[config.mk]
export PLATFORM = sky130hd
export DESIGN_NAME = smd_pad_reader
export DESIGN_NICKNAME = d
export VERILOG_FILES = /design/src/rtl/smd_pad_pkg.sv /design/src/rtl/smd_pad_reader_sync.sv /design/src/rtl/smd_pad_reader.sv
export SDC_FILE = /design/constraint.sdc
export NUM_CORES = 1
export LEC_CHECK = 0
export BUFFER_PORTS_ARGS = -buffer_cell sky130_fd_sc_hd__buf_2
export CAP_MARGIN = 20
export CORE_ASPECT_RATIO = 1.75
export CORE_MARGIN = 2
export CORE_UTILIZATION = 35
export DETAILED_ROUTE_END_ITERATION = 8
export PLACE_DENSITY_LB_ADDON = 0.3
export RECOVER_POWER = 50
export SYNTH_ARGS = -nofsm -noshare
export SYNTH_HDL_FRONTEND = slang
export SYNTH_SLANG_ARGS = --single-unit
export TNS_END_PERCENT = 50
[constraint.sdc]
create_clock -name clk -period 5.09 [get_ports clk]
set_input_delay 1.2725 -clock clk [delete_from_list [all_inputs] [get_ports clk]]
set_output_delay 1.2725 -clock clk [all_outputs]
set_load 0.02 [all_outputs]
[src/rtl/smd_pad_pkg.sv]
// Shared types and constants for the Mega Drive pad reader: FSM states,
// button/pin/phase indices and the capture-to-report decode.
package smd_pad_pkg;

   typedef enum logic [1:0] {
      IDLE   = 2'd0,
      SCAN   = 2'd1,
      COMMIT = 2'd2
   } state_e;

   // btn bit positions, {md,x,y,z,st,c,b,a,rg,lf,dw,up}
   localparam int BTN_UP = 0;
   localparam int BTN_DW = 1;
   localparam int BTN_LF = 2;
   localparam int BTN_RG = 3;
   localparam int BTN_A  = 4;
   localparam int BTN_B  = 5;
   localparam int BTN_C  = 6;
   localparam int BTN_ST = 7;
   localparam int BTN_Z  = 8;
   localparam int BTN_Y  = 9;
   localparam int BTN_X  = 10;
   localparam int BTN_MD = 11;

   // DB9 data pins within p
   localparam int PIN1 = 5;
   localparam int PIN2 = 4;
   localparam int PIN3 = 3;
   localparam int PIN4 = 2;
   localparam int PIN6 = 1;
   localparam int PIN9 = 0;

   localparam int PH_ID3 = 0;
   localparam int PH_DIR = 1;
   localparam int PH_ID6 = 4;
   localparam int PH_XYZ = 5;

   typedef struct packed {
      logic [11:0] btn;
      logic        present;
      logic        six;
   } pad_rpt_t;

   // Pin levels are active-low; a missing pad floats every pin high.
   function automatic pad_rpt_t smd_decode(input logic [5:0] c0, input logic [5:0] c1,
                                           input logic [5:0] c4, input logic [5:0] c5);
      pad_rpt_t r;
      r = '0;
      r.present = (c0[PIN3:PIN4] == 2'b00);
      if (r.present) begin
         r.btn[BTN_UP] = ~c1[PIN1];
         r.btn[BTN_DW] = ~c1[PIN2];
         r.btn[BTN_LF] = ~c1[PIN3];
         r.btn[BTN_RG] = ~c1[PIN4];
         r.btn[BTN_B]  = ~c1[PIN6];
         r.btn[BTN_C]  = ~c1[PIN9];
         r.btn[BTN_A]  = ~c0[PIN6];
         r.btn[BTN_ST] = ~c0[PIN9];
         r.six = (c4[PIN1:PIN4] == 4'b0000);
         if (r.six) begin
            r.btn[BTN_Z]  = ~c5[PIN1];
            r.btn[BTN_Y]  = ~c5[PIN2];
            r.btn[BTN_X]  = ~c5[PIN3];
            r.btn[BTN_MD] = ~c5[PIN4];
         end
      end
      return r;
   endfunction

endpackage

[src/rtl/smd_pad_reader_sync.sv]
// Two-flop synchronizer for the asynchronous pad pins; resets to all-ones
// so an idle bus reads as "no buttons, no pad".
module smd_pin_sync #(
   parameter int W = 6
) (
   input  logic         clk,
   input  logic         rst_n,
   input  logic [W-1:0] i_d,
   output logic [W-1:0] o_q
);

   logic [W-1:0] r_s1;
   logic [W-1:0] r_s2;

   always_ff @(posedge clk) begin
      if (!rst_n) begin
         r_s1 <= '1;
         r_s2 <= '1;
      end else begin
         r_s1 <= i_d;
         r_s2 <= r_s1;
      end
   end

   assign o_q = r_s2;

endmodule

[src/rtl/smd_pad_reader.sv]
// Host side of the SEL-multiplexed Genesis pad protocol: idles, walks the
// eight SEL phases, captures pins mid-phase and publishes one snapshot per poll.
module smd_pad_reader
   import smd_pad_pkg::*;
#(
   parameter int PHASE_CYCLES = 100,
   parameter int SAMPLE_AT    = 90,
   parameter int POLL_CYCLES  = 166666
) (
   input  logic        clk,
   input  logic        rst_n,
   input  logic [5:0]  p,
   output logic        sel,
   output logic [11:0] btn,
   output logic        pad_present,
   output logic        six_button,
   output logic        valid
);

   localparam int CW = (PHASE_CYCLES > 1) ? $clog2(PHASE_CYCLES) : 1;
   localparam int PW = (POLL_CYCLES > 1) ? $clog2(POLL_CYCLES) : 1;

   localparam logic [CW-1:0] CYC_LAST  = CW'(PHASE_CYCLES - 1);
   localparam logic [CW-1:0] CYC_SMP   = CW'(SAMPLE_AT);
   localparam logic [PW-1:0] POLL_LAST = PW'(POLL_CYCLES - 1);

   localparam logic [2:0] P_ID3  = 3'(PH_ID3);
   localparam logic [2:0] P_DIR  = 3'(PH_DIR);
   localparam logic [2:0] P_ID6  = 3'(PH_ID6);
   localparam logic [2:0] P_XYZ  = 3'(PH_XYZ);
   localparam logic [2:0] P_LAST = 3'd7;

   state_e        r_state;
   state_e        w_state_nxt;
   logic [PW-1:0] r_poll;
   logic [CW-1:0] r_cyc;
   logic [2:0]    r_phase;
   logic [2:0]    w_phase_inc;
   logic          r_sel;
   logic          w_sel_nxt;
   logic          w_cap_en;
   logic          w_poll_done;
   logic          w_phase_end;
   logic          w_scan_done;
   logic [5:0]    w_ps;
   logic [5:0]    r_c0, r_c1, r_c4, r_c5;
   pad_rpt_t      w_rpt;
   logic [11:0]   r_btn;
   logic          r_present;
   logic          r_six;
   logic          r_valid;

   smd_pin_sync #(.W(6)) u_sync (
      .clk   (clk),
      .rst_n (rst_n),
      .i_d   (p),
      .o_q   (w_ps)
   );

   assign w_poll_done = (r_state == IDLE) && (r_poll == POLL_LAST);
   assign w_phase_end = (r_state == SCAN) && (r_cyc == CYC_LAST);
   assign w_scan_done = w_phase_end && (r_phase == P_LAST);
   assign w_phase_inc = r_phase + 3'd1;

   always_ff @(posedge clk) begin
      if (!rst_n) r_state <= IDLE;
      else        r_state <= w_state_nxt;
   end

   always_comb begin
      w_state_nxt = r_state;
      case (r_state)
         IDLE:    if (w_poll_done) w_state_nxt = SCAN;
         SCAN:    if (w_scan_done) w_state_nxt = COMMIT;
         COMMIT:  w_state_nxt = IDLE;
         default: w_state_nxt = IDLE;
      endcase
   end

   // sel is registered, so it is computed one cycle ahead of the phase it drives
   always_comb begin
      w_sel_nxt = 1'b1;
      w_cap_en  = 1'b0;
      case (r_state)
         IDLE: w_sel_nxt = ~w_poll_done;
         SCAN: begin
            w_sel_nxt = r_sel;
            w_cap_en  = (r_cyc == CYC_SMP);
            if (w_phase_end && !w_scan_done) w_sel_nxt = w_phase_inc[0];
         end
         default: w_sel_nxt = 1'b1;
      endcase
   end

   assign w_rpt = smd_decode(r_c0, r_c1, r_c4, r_c5);

   always_ff @(posedge clk) begin
      if (!rst_n) begin
         r_poll    <= '0;
         r_cyc     <= '0;
         r_phase   <= '0;
         r_sel     <= 1'b1;
         r_c0      <= '1;
         r_c1      <= '1;
         r_c4      <= '1;
         r_c5      <= '1;
         r_btn     <= '0;
         r_present <= 1'b0;
         r_six     <= 1'b0;
         r_valid   <= 1'b0;
      end else begin
         r_sel   <= w_sel_nxt;
         r_valid <= w_scan_done;

         if (r_state == IDLE && !w_poll_done) r_poll <= r_poll + PW'(1);
         else                                 r_poll <= '0;

         if (r_state == SCAN && !w_phase_end) r_cyc <= r_cyc + CW'(1);
         else                                 r_cyc <= '0;

         if (w_phase_end)            r_phase <= w_scan_done ? 3'd0 : w_phase_inc;
         else if (r_state != SCAN)   r_phase <= '0;

         // Phases 2, 3, 6, 7 only clock the pad's internal counter
         if (w_cap_en) begin
            case (r_phase)
               P_ID3:   r_c0 <= w_ps;
               P_DIR:   r_c1 <= w_ps;
               P_ID6:   r_c4 <= w_ps;
               P_XYZ:   r_c5 <= w_ps;
               default: ;
            endcase
         end

         if (w_scan_done) begin
            r_btn     <= w_rpt.btn;
            r_present <= w_rpt.present;
            r_six     <= w_rpt.six;
         end
      end
   end

   assign sel         = r_sel;
   assign btn         = r_btn;
   assign pad_present = r_present;
   assign six_button  = r_six;
   assign valid       = r_valid;

endmodule
==> flow_summary.yaml, run 1 <==
drt:
  first_pass_iters: 4
  drcViolationCount: 0
  initialDrtViolationCount: 76
  vias_per_cell: 4.96
  route.vias.total: 2133
  wire_per_inst_um: 12.3
  ant_nets: 0
  wirelength_um: 5280
clock_tree:
  path_clk_slew_ns: 0.06
  hold_buffers: 0
  clk_latency_ns: 0.34
  root_buffer: "clkbuf_16"
  clkSinkCount: 76
  numCtsBuffers: 9
  ctsResizeCount: 0
  clockBufferDepth: 2
  cts_tree: "done"
  htree_levels: 3
  cts_setup_buffers: 0
power:
  p_seq_frac: 0.491
  ir_worst_vdd_mv: 0.186
  p_sw_frac: 0.230
  power.total_uw: 1230
  p_sw_uw: 283
  p_clk_frac: 0.493
  leakagePower_uw: 0.00131
  p_int_uw: 949
  pwr-share-comb: 0.015
  power_density_nw_per_um2: 360
floorplanning:
  initial_core_util: 0.360
  die_w_um: 73.7
  die_area_um2: 9280
  io_pins: 24
  core_region_area_um2: 8260
  rows: 44
  fp.dieH_um: 126
yosys:
  async_flop_share: 0
  synth_top_area_cell: "dfxtp_1"
  syn_area_per_cell_um2: 9.63
  synth-simple-area-share: 0.259
  synth_top_family_by_area: "simple AND/OR/NAND/NOR gates"
  syn_nets: 325
  synth_top_area_share: 0.511
  yosysMostFrequentCell: "dfxtp_1"
  ys_warn_count: 0
  synth_flop_cell: "dfxtp_1"
  synth_cells: 309
  ys_top_cells_by_area: "dfxtp_1 (51%), mux2i_1 (7.4%), nand2_1 (4.8%)"
  synth_compound_area_frac: 0.0421
  synth-xor-area-share: 0.0530
  synth_edf_count: 0
  synth_fa_ha_area_frac: 0.0336
  syn_area_um2: 2980
  synth_cell_type_count: 37
  synth_common_cells: "dfxtp_1 (76), nand2_1 (38), nor2_1 (31)"
  synth_mux_area_frac: 0.0740
  ys_ff_latch: 76
  seq_area_frac_synth: 0.511
timing:
  max_slew_margin: 0.118
  clock_skew_ns: 0.00753
  clock.fmax_ghz: 0.327
  finalSetupTns_ns: 0
  post-route-period-util: 0.601
  tightest_slew_ns: 1.32
  finalMaxSlewViolations: 0
  hold_viol: 0
  setup_viol: 0
  rsz0062_at_grt: "false"
  fin_crit_ns: 3.06
worst_setup_path:
  cp-end-kind: "flop"
  critical_path_peak_fanout: 33
  worst-setup-path-type: "in2reg"
  rr_startpoint: "r_cyc[0]"
  cp-startpoint: "rst_n"
  critPathLaunchType: "input pin"
  critPathArrivalTime_ns: 3.31
  required_ns: 5.34
cells_and_area:
  syn2layout_area_growth_pct: 15.1
  num_antenna_cells: 0
  final_area_um2: 3420
  final_cells: 430
  drive_gt1_frac: 0.0947
  final_nets: 349
  final_util: 0.415
run_status:
  status: "finished, final reports clean"
place:
  numPlacedInstances: 414
  place_area_um2: 3150
  hpwl_um: 3710
  routabilityCongestion: 0.767
  port_buffers: 23
worst_hold_path:
  hp-class: "reg2reg"
  hp-start: "u_sync.r_s1[3]"
global_route:
  grt_max_degree: 34
  grt_pass1_vias: 2059
  grt_pass1_wl_um: 9290
  grtUsageTotal: 0.128
  grt_overflow: 0
  antenna_found_initial: 0
job:
  maxCapViolCount: 0
[cell families (layout without fill, tap and decap cells)]
group                    Yosys count  count (layout)
adder cells (fa/ha/maj)            8               8
AO/OA/AOI/OAI                     23              23
multiplexers                      22              22
buffers and inverters             17              46
flip-flops                        76              76
AND/OR/NAND/NOR                  145             145
XOR/XNOR                          18              18
[layer usage]
layer,up-vias,routed length [um],global-route usage,part of all wire
met5,-,0,0,0
met4,0,170,0.0770,0.032
met3,14,165,0.0288,0.031
met2,33,2710,0.213,0.51
met1,979,2230,0.144,0.42
li1,1107,-,-,-
[per-stage QoR]
stage,hold slack [ns],setup slack [ns]
6_report,0.398,2.03
5_1_grt,0.412,1.79
4_1_cts,0.398,2.56
3_5_place_dp,0.392,2.25
3_3_place_gp,0.389,2.32
2_1_floorplan,0.386,2.98
[critical path, stage by stage]
cell and delay, ns:
clkbuf_1 0.94, nand2b_1 0.22, a311o_1 0.62, a21oi_1 0.24
[layout by cell type, fill, tap and decap left out, drive strengths merged, types with 3 or more instances in the layout]
cell type / count
or3: 18
a21oi: 17
clkbuf: 21
dfxtp: 76
nand2: 38
nor4: 4
nand4: 4
xor2: 4
nor2: 31
mux2i: 22
nand4b: 3
nand2b: 16
xnor2: 14
or2: 3
inv: 12
o21ai: 3
nand3: 9
ha: 8
buf: 11
nor3: 5
[worst paths after layout]
| kind | to | slack, ns | depth (start not counted) |
|---|---|---|---|
| setup reg to reg | btn[1] | 3.17 | 5 |
| setup / recovery | r_poll[16] | 2.03 | 4 |
| hold reg to reg | u_sync.o_q[3] | 0.40 | 1 |
| hold / removal | u_sync.o_q[3] | 0.40 | 1 |
[power by group through the flow]
stage          Combinational (uW)  Clock [uW]  Sequential, uW
5_1_grt                      21.4         645             606
2_1_floorplan                13.7           0             618
4_1_cts                      19.4         628             605
3_3_place_gp                 18.8           0             619
6_report                     18.8         608             605
3_5_place_dp                 19.4           0             619
[registers in the layout (all words and copies together), names as in the netlist]
name and flops:
r_phase 3, r_cyc 7, sel 1, u_sync.o_q 6, six_button 1, r_c0 4
r_state 2, u_sync.r_s1 6, pad_present 1, valid 1, btn 12, r_poll 18
r_c5 4, r_c4 4, r_c1 6
[final cells by class]
class                   instances  area, um^2
flip-flops and latches         76        1520
repair buffers                 23         100
clock inverters                 7        62.6
clock buffers                   9         225
multi-input cells             216        1370
well taps                      92         115
fillers                       842        4830
inverters                       7        26.3
Power figures use the tool's default switching activity.
==> inputs of run 2 (changes only) <==
clock period = 2.9 ns   (was 5.09 ns; I/O delays follow)
==> flow_summary.yaml, run 2 (synthesized netlist as in run 1, its figures left out) <==
run_status:
  status: "finished, final reports clean"
worst_setup_path:
  r2r-end: "btn[5]"
  critPathLaunchType: "input pin"
  critical_path_peak_fanout: 18
  endpoint: "r_cyc[3]"
  rr_startpoint: "r_cyc[0]"
  rr_worst_depth: 5
  ff2ff_setup_slack_ns: 1.01
  critPathArrivalTime_ns: 2.50
  worst-setup-path-type: "in2reg"
  required_ns: 3.16
  cp-startpoint: "rst_n"
  cp-end-kind: "flop"
timing:
  post-route-period-util: 0.772
  max_slew_margin: 0.530
  hold_viol: 0
  clock.fmax_ghz: 0.446
  finalSetupTns_ns: 0
  fin_crit_ns: 2.24
  finalMaxSlewViolations: 0
  clock_skew_ns: 0.00495
  rsz0062_at_grt: "false"
  tightest_slew_ns: 0.706
  setup_viol: 0
floorplanning:
  initial_core_util: 0.360
  die_w_um: 73.7
  fp.dieH_um: 126
  rows: 44
  core_region_area_um2: 8260
  io_pins: 24
  die_area_um2: 9280
clock_tree:
  hold_buffers: 0
  path_clk_slew_ns: 0.06
  clk_latency_ns: 0.33
  htree_levels: 3
  cts_setup_buffers: 0
  clockBufferDepth: 2
  cts_tree: "done"
  root_buffer: "clkbuf_16"
  clkSinkCount: 76
  ctsResizeCount: 0
  numCtsBuffers: 9
cells_and_area:
  num_antenna_cells: 0
  final_common_cell: "dfxtp_1"
  largest_reg_flops: 18
  final-seq-area_um2: 1520
  regMostFlops: "r_poll"
  syn2layout_area_growth_pct: 16.3
  layout_common_cells: "dfxtp_1 (76), nand2_1 (38), nor2_1 (31)"
  fillCellCount: 829
  final_nets: 350
  drive_gt1_frac: 0.0767
  multiInputGateArea_um2: 1370
  final_cells: 431
global_route:
  antenna_found_initial: 0
  grt_pass1_wl_um: 9580
  grt_pass1_vias: 2131
  grtUsageTotal: 0.135
  grt_overflow: 0
  grt_max_degree: 31
power:
  power_density_nw_per_um2: 662
  leakagePower_uw: 0.00131
  ir_worst_vdd_mv: 0.368
worst_hold_path:
  hp-class: "reg2reg"
job:
  maxCapViolCount: 0
drt:
  vias_per_cell: 4.95
  wirelength_um: 5340
  wire_per_inst_um: 12.4
  drcViolationCount: 0
  route.vias.total: 2132
  ant_nets: 0
  initialDrtViolationCount: 92
  first_pass_iters: 4
place:
  routabilityCongestion: 0.792
  numPlacedInstances: 415
  hpwl_um: 3930
  port_buffers: 23
## run 2: worst max-delay path, stage by stage
cell and delay, ns:
clkbuf_1 0.51, clkbuf_1 0.56, nand3b_1 0.24, nand2b_1 0.31
nor2_1 0.15
## run 2: worst min path at each step
stage                         startpoint       endpoint  slack, ns  cells past startpoint
after detailed placement  u_sync.r_s1[3]  u_sync.o_q[3]       0.39                      1
after global placement    u_sync.r_s1[0]  u_sync.o_q[0]       0.39                      1
after global routing      u_sync.r_s1[3]  u_sync.o_q[3]       0.42                      1
after CTS                 u_sync.r_s1[3]  u_sync.o_q[3]       0.41                      1
final                     u_sync.r_s1[3]  u_sync.o_q[3]       0.40                      1
after floorplan           u_sync.r_s1[0]  u_sync.o_q[0]       0.39                      1
## run 2: where the power goes
group	switching (uW)	total [uW]	internal [uW]	leakage [uW]
sequential	7.76	1060	1060	0.000616
clock	415	1190	779	0.000156
combinational	20.3	33.0	12.7	0.000542
## run 2: final cells by class
cell class              count  share of cell area
multi-input cells         216               0.397
repair buffers             24              0.0282
clock buffers              11              0.0701
well taps                  92              0.0333
flip-flops and latches     76               0.440
clock inverters             5              0.0246
inverters                   7             0.00759
## run 2: metal layers
| metal | up-vias | global-route usage | wire length [um] |
|---|---|---|---|
| li1 | 1100 | - | - |
| met1 | 988 | 0.138 | 2110 |
| met2 | 34 | 0.233 | 2900 |
| met3 | 10 | 0.0472 | 190 |
| met4 | 0 | 0.0684 | 145 |
| met5 | - | 0 | 0 |
## run 2: through the flow
step / power [uW] / hold WS (ns) / instance area, um^2 / setup slack [ns] / util
4_1_cts: 2330 / 0.406 / 3490 / 1.00 / 0.422
3_3_place_gp: 1120 / 0.391 / 3160 / 0.899 / 0.382
6_report: 2290 / 0.405 / 3460 / 0.660 / 0.419
3_5_place_dp: 1120 / 0.393 / 3160 / 0.852 / 0.382
2_1_floorplan: 1110 / 0.386 / 2980 / 1.17 / -
5_1_grt: 2390 / 0.421 / 3460 / 0.420 / 0.419
==> inputs of run 3 (changes only) <==
ABC_AREA = 1   (was not set)
clock period = 1.8 ns   (was 2.9 ns; I/O delays follow)
==> flow_summary.yaml, run 3 <==
run_status:
  status: "finished, final reports clean"
power:
  ir_worst_vdd_mv: 0.487
  leakagePower_uw: 0.00139
  power_density_nw_per_um2: 978
  power.total_uw: 3610
yosys:
  synth_cells: 415
  syn_nets: 431
  synth_cell_type_count: 28
  ys_top_cells_by_area: "dfxtp_1 (48%), nand2_1 (12%), nand3_1 (8.0%)"
  synth_common_cells: "nand2_1 (100), dfxtp_1 (76), nor2_1 (62)"
  async_flop_share: 0
  yosysMostFrequentCell: "nand2_1"
  syn_area_um2: 3180
  synth_top_area_share: 0.478
  synth_edf_count: 0
  ys_warn_count: 0
  synth_top_area_cell: "dfxtp_1"
  syn_area_per_cell_um2: 7.66
  ys_ff_latch: 76
  seq_area_frac_synth: 0.478
  synth_flop_cell: "dfxtp_1"
cells_and_area:
  fillCellCount: 952
  largest_reg_flops: 18
  num_antenna_cells: 0
  final_nets: 459
  layout_common_cells: "nand2_1 (100), dfxtp_1 (76), nor2_1 (62)"
  drive_gt1_frac: 0.114
  regMostFlops: "r_poll"
  syn2layout_area_growth_pct: 16.1
  final_common_cell: "nand2_1"
timing:
  post-route-period-util: 0.886
  max_slew_margin: 0.727
  fin_hold_ws_ns: 0.292
  tightest_slew_ns: 0.409
  clock_skew_ns: 0.00548
  hold_viol: 0
  setup_viol: 0
  finalMaxSlewViolations: 0
  fin_crit_ns: 1.60
  finalSetupTns_ns: 0
  clock.fmax_ghz: 0.627
  rsz0062_at_grt: "false"
worst_setup_path:
  critPathArrivalTime_ns: 1.81
  required_ns: 2.02
  crit_slowest_cell: "dfxtp_1"
  cp-end-kind: "flop"
  critical_path_peak_fanout: 6
  critPathMaxStageDelay_ns: 0.41
  crit_chain: "ha_1 > nand2_1 > nor2_1 > nand2_1 > nor2_1 > xnor2_1 > nor2_1"
  critPathLaunchType: "flop"
  cp_common_cell: "nor2_1"
  worst-setup-path-type: "reg2reg"
drt:
  route.vias.total: 2618
  wirelength_um: 6360
  first_pass_iters: 4
  drcViolationCount: 0
  wire_per_inst_um: 11.2
  initialDrtViolationCount: 157
  ant_nets: 0
  vias_per_cell: 4.61
clock_tree:
  cts_setup_buffers: 0
  hold_buffers: 0
  path_clk_slew_ns: 0.06
  numCtsBuffers: 9
  htree_levels: 3
  root_buffer: "clkbuf_16"
  cts_tree: "done"
  clockBufferDepth: 2
  clkSinkCount: 76
  clk_latency_ns: 0.34
floorplanning:
  fp.dieH_um: 130
  core_region_area_um2: 8980
  rows: 46
  die_w_um: 76.1
  initial_core_util: 0.354
  die_area_um2: 9900
  io_pins: 24
global_route:
  grt_max_degree: 32
  grt_pass1_vias: 2559
  grtUsageTotal: 0.144
  grt_overflow: 0
  grt_pass1_wl_um: 11200
  antenna_found_initial: 0
place:
  hpwl_um: 4730
  routabilityCongestion: 0.842
  port_buffers: 23
worst_hold_path:
  hp-class: "in2reg"
job:
  maxCapViolCount: 0
[run 3: changes by cell type in the layout (fill, tap and decap cells not counted), sizes merged, moves of 18 or more]
cell | before | now
inv | 7 | 31
mux2i | 22 | 0
nand2 | 38 | 102
nand3 | 9 | 52
nor2 | 31 | 64
or3 | 18 | 0
[run 3: critical path, delay by kind of cell (launching register included)]
kind	cells	cell delay [ns]
xor+xnor	1	0.13
fa+ha+maj	1	0.22
flops	1	0.41
simple gates	5	0.72
[run 3: stage by stage]
stage                      util  setup slack (ns)  instances  instance area, um^2
after floorplan               -             0.390        415                 3180
after detailed placement  0.378             0.133        552                 3400
after global routing      0.411            0.0238        568                 3690
final                     0.411             0.205        568                 3690
after global placement    0.378             0.203        552                 3400
after CTS                 0.413             0.132        568                 3710
[run 3: power by group]
group          leakage [uW]  total [uW]  internal [uW]  switching (uW)
Sequential         0.000616        1710           1700            13.7
Combinational      0.000624        59.6           23.2            36.4
Clock              0.000146        1840           1120             716
[run 3: final cells by class]
| class | instances | area (um^2) | share of cell area |
|---|---|---|---|
| Sequential cell | 76 | 1520 | 0.412 |
| Multi-Input combinational cell | 298 | 1460 | 0.395 |
| Clock buffer | 10 | 239 | 0.0647 |
| Tap cell | 120 | 150 | 0.0407 |
| Timing Repair Buffer | 29 | 139 | 0.0376 |
| Inverter | 29 | 111 | 0.0302 |
| Clock inverter | 6 | 71.3 | 0.0193 |
[run 3: logic make-up after synthesis]
kind of cell / share of synthesized area
buf+inv: 0.0649
xor+xnor: 0.0275
flops: 0.478
fa+ha+maj: 0.0315
compound gates: 0.0472
simple gates: 0.351
[run 3: routing by layer]
metal | GRT usage | part of all wire
met3 | 0.0367 | 0.032
met2 | 0.271 | 0.53
met5 | 0 | 0
met1 | 0.139 | 0.40
met4 | 0.0920 | 0.033
[run 3: path summary, 6_finish.rpt]
kind | slack [ns] | cells after the start | end | from
max | 0.20 | 7 | r_poll[16] | r_poll[0]
min | 0.29 | 2 | u_sync.r_s1[3] | p[3]
max reg2reg | 0.20 | 7 | r_poll[16] | r_poll[0]
min reg2reg | 0.41 | 1 | u_sync.o_q[5] | u_sync.r_s1[5]
[run 3: what timing repair did]
item / in CTS / in global routing
gates resized for setup: 0 / 1
hold endpoints to repair: 0 / 0
setup endpoints to repair: 0 / 9
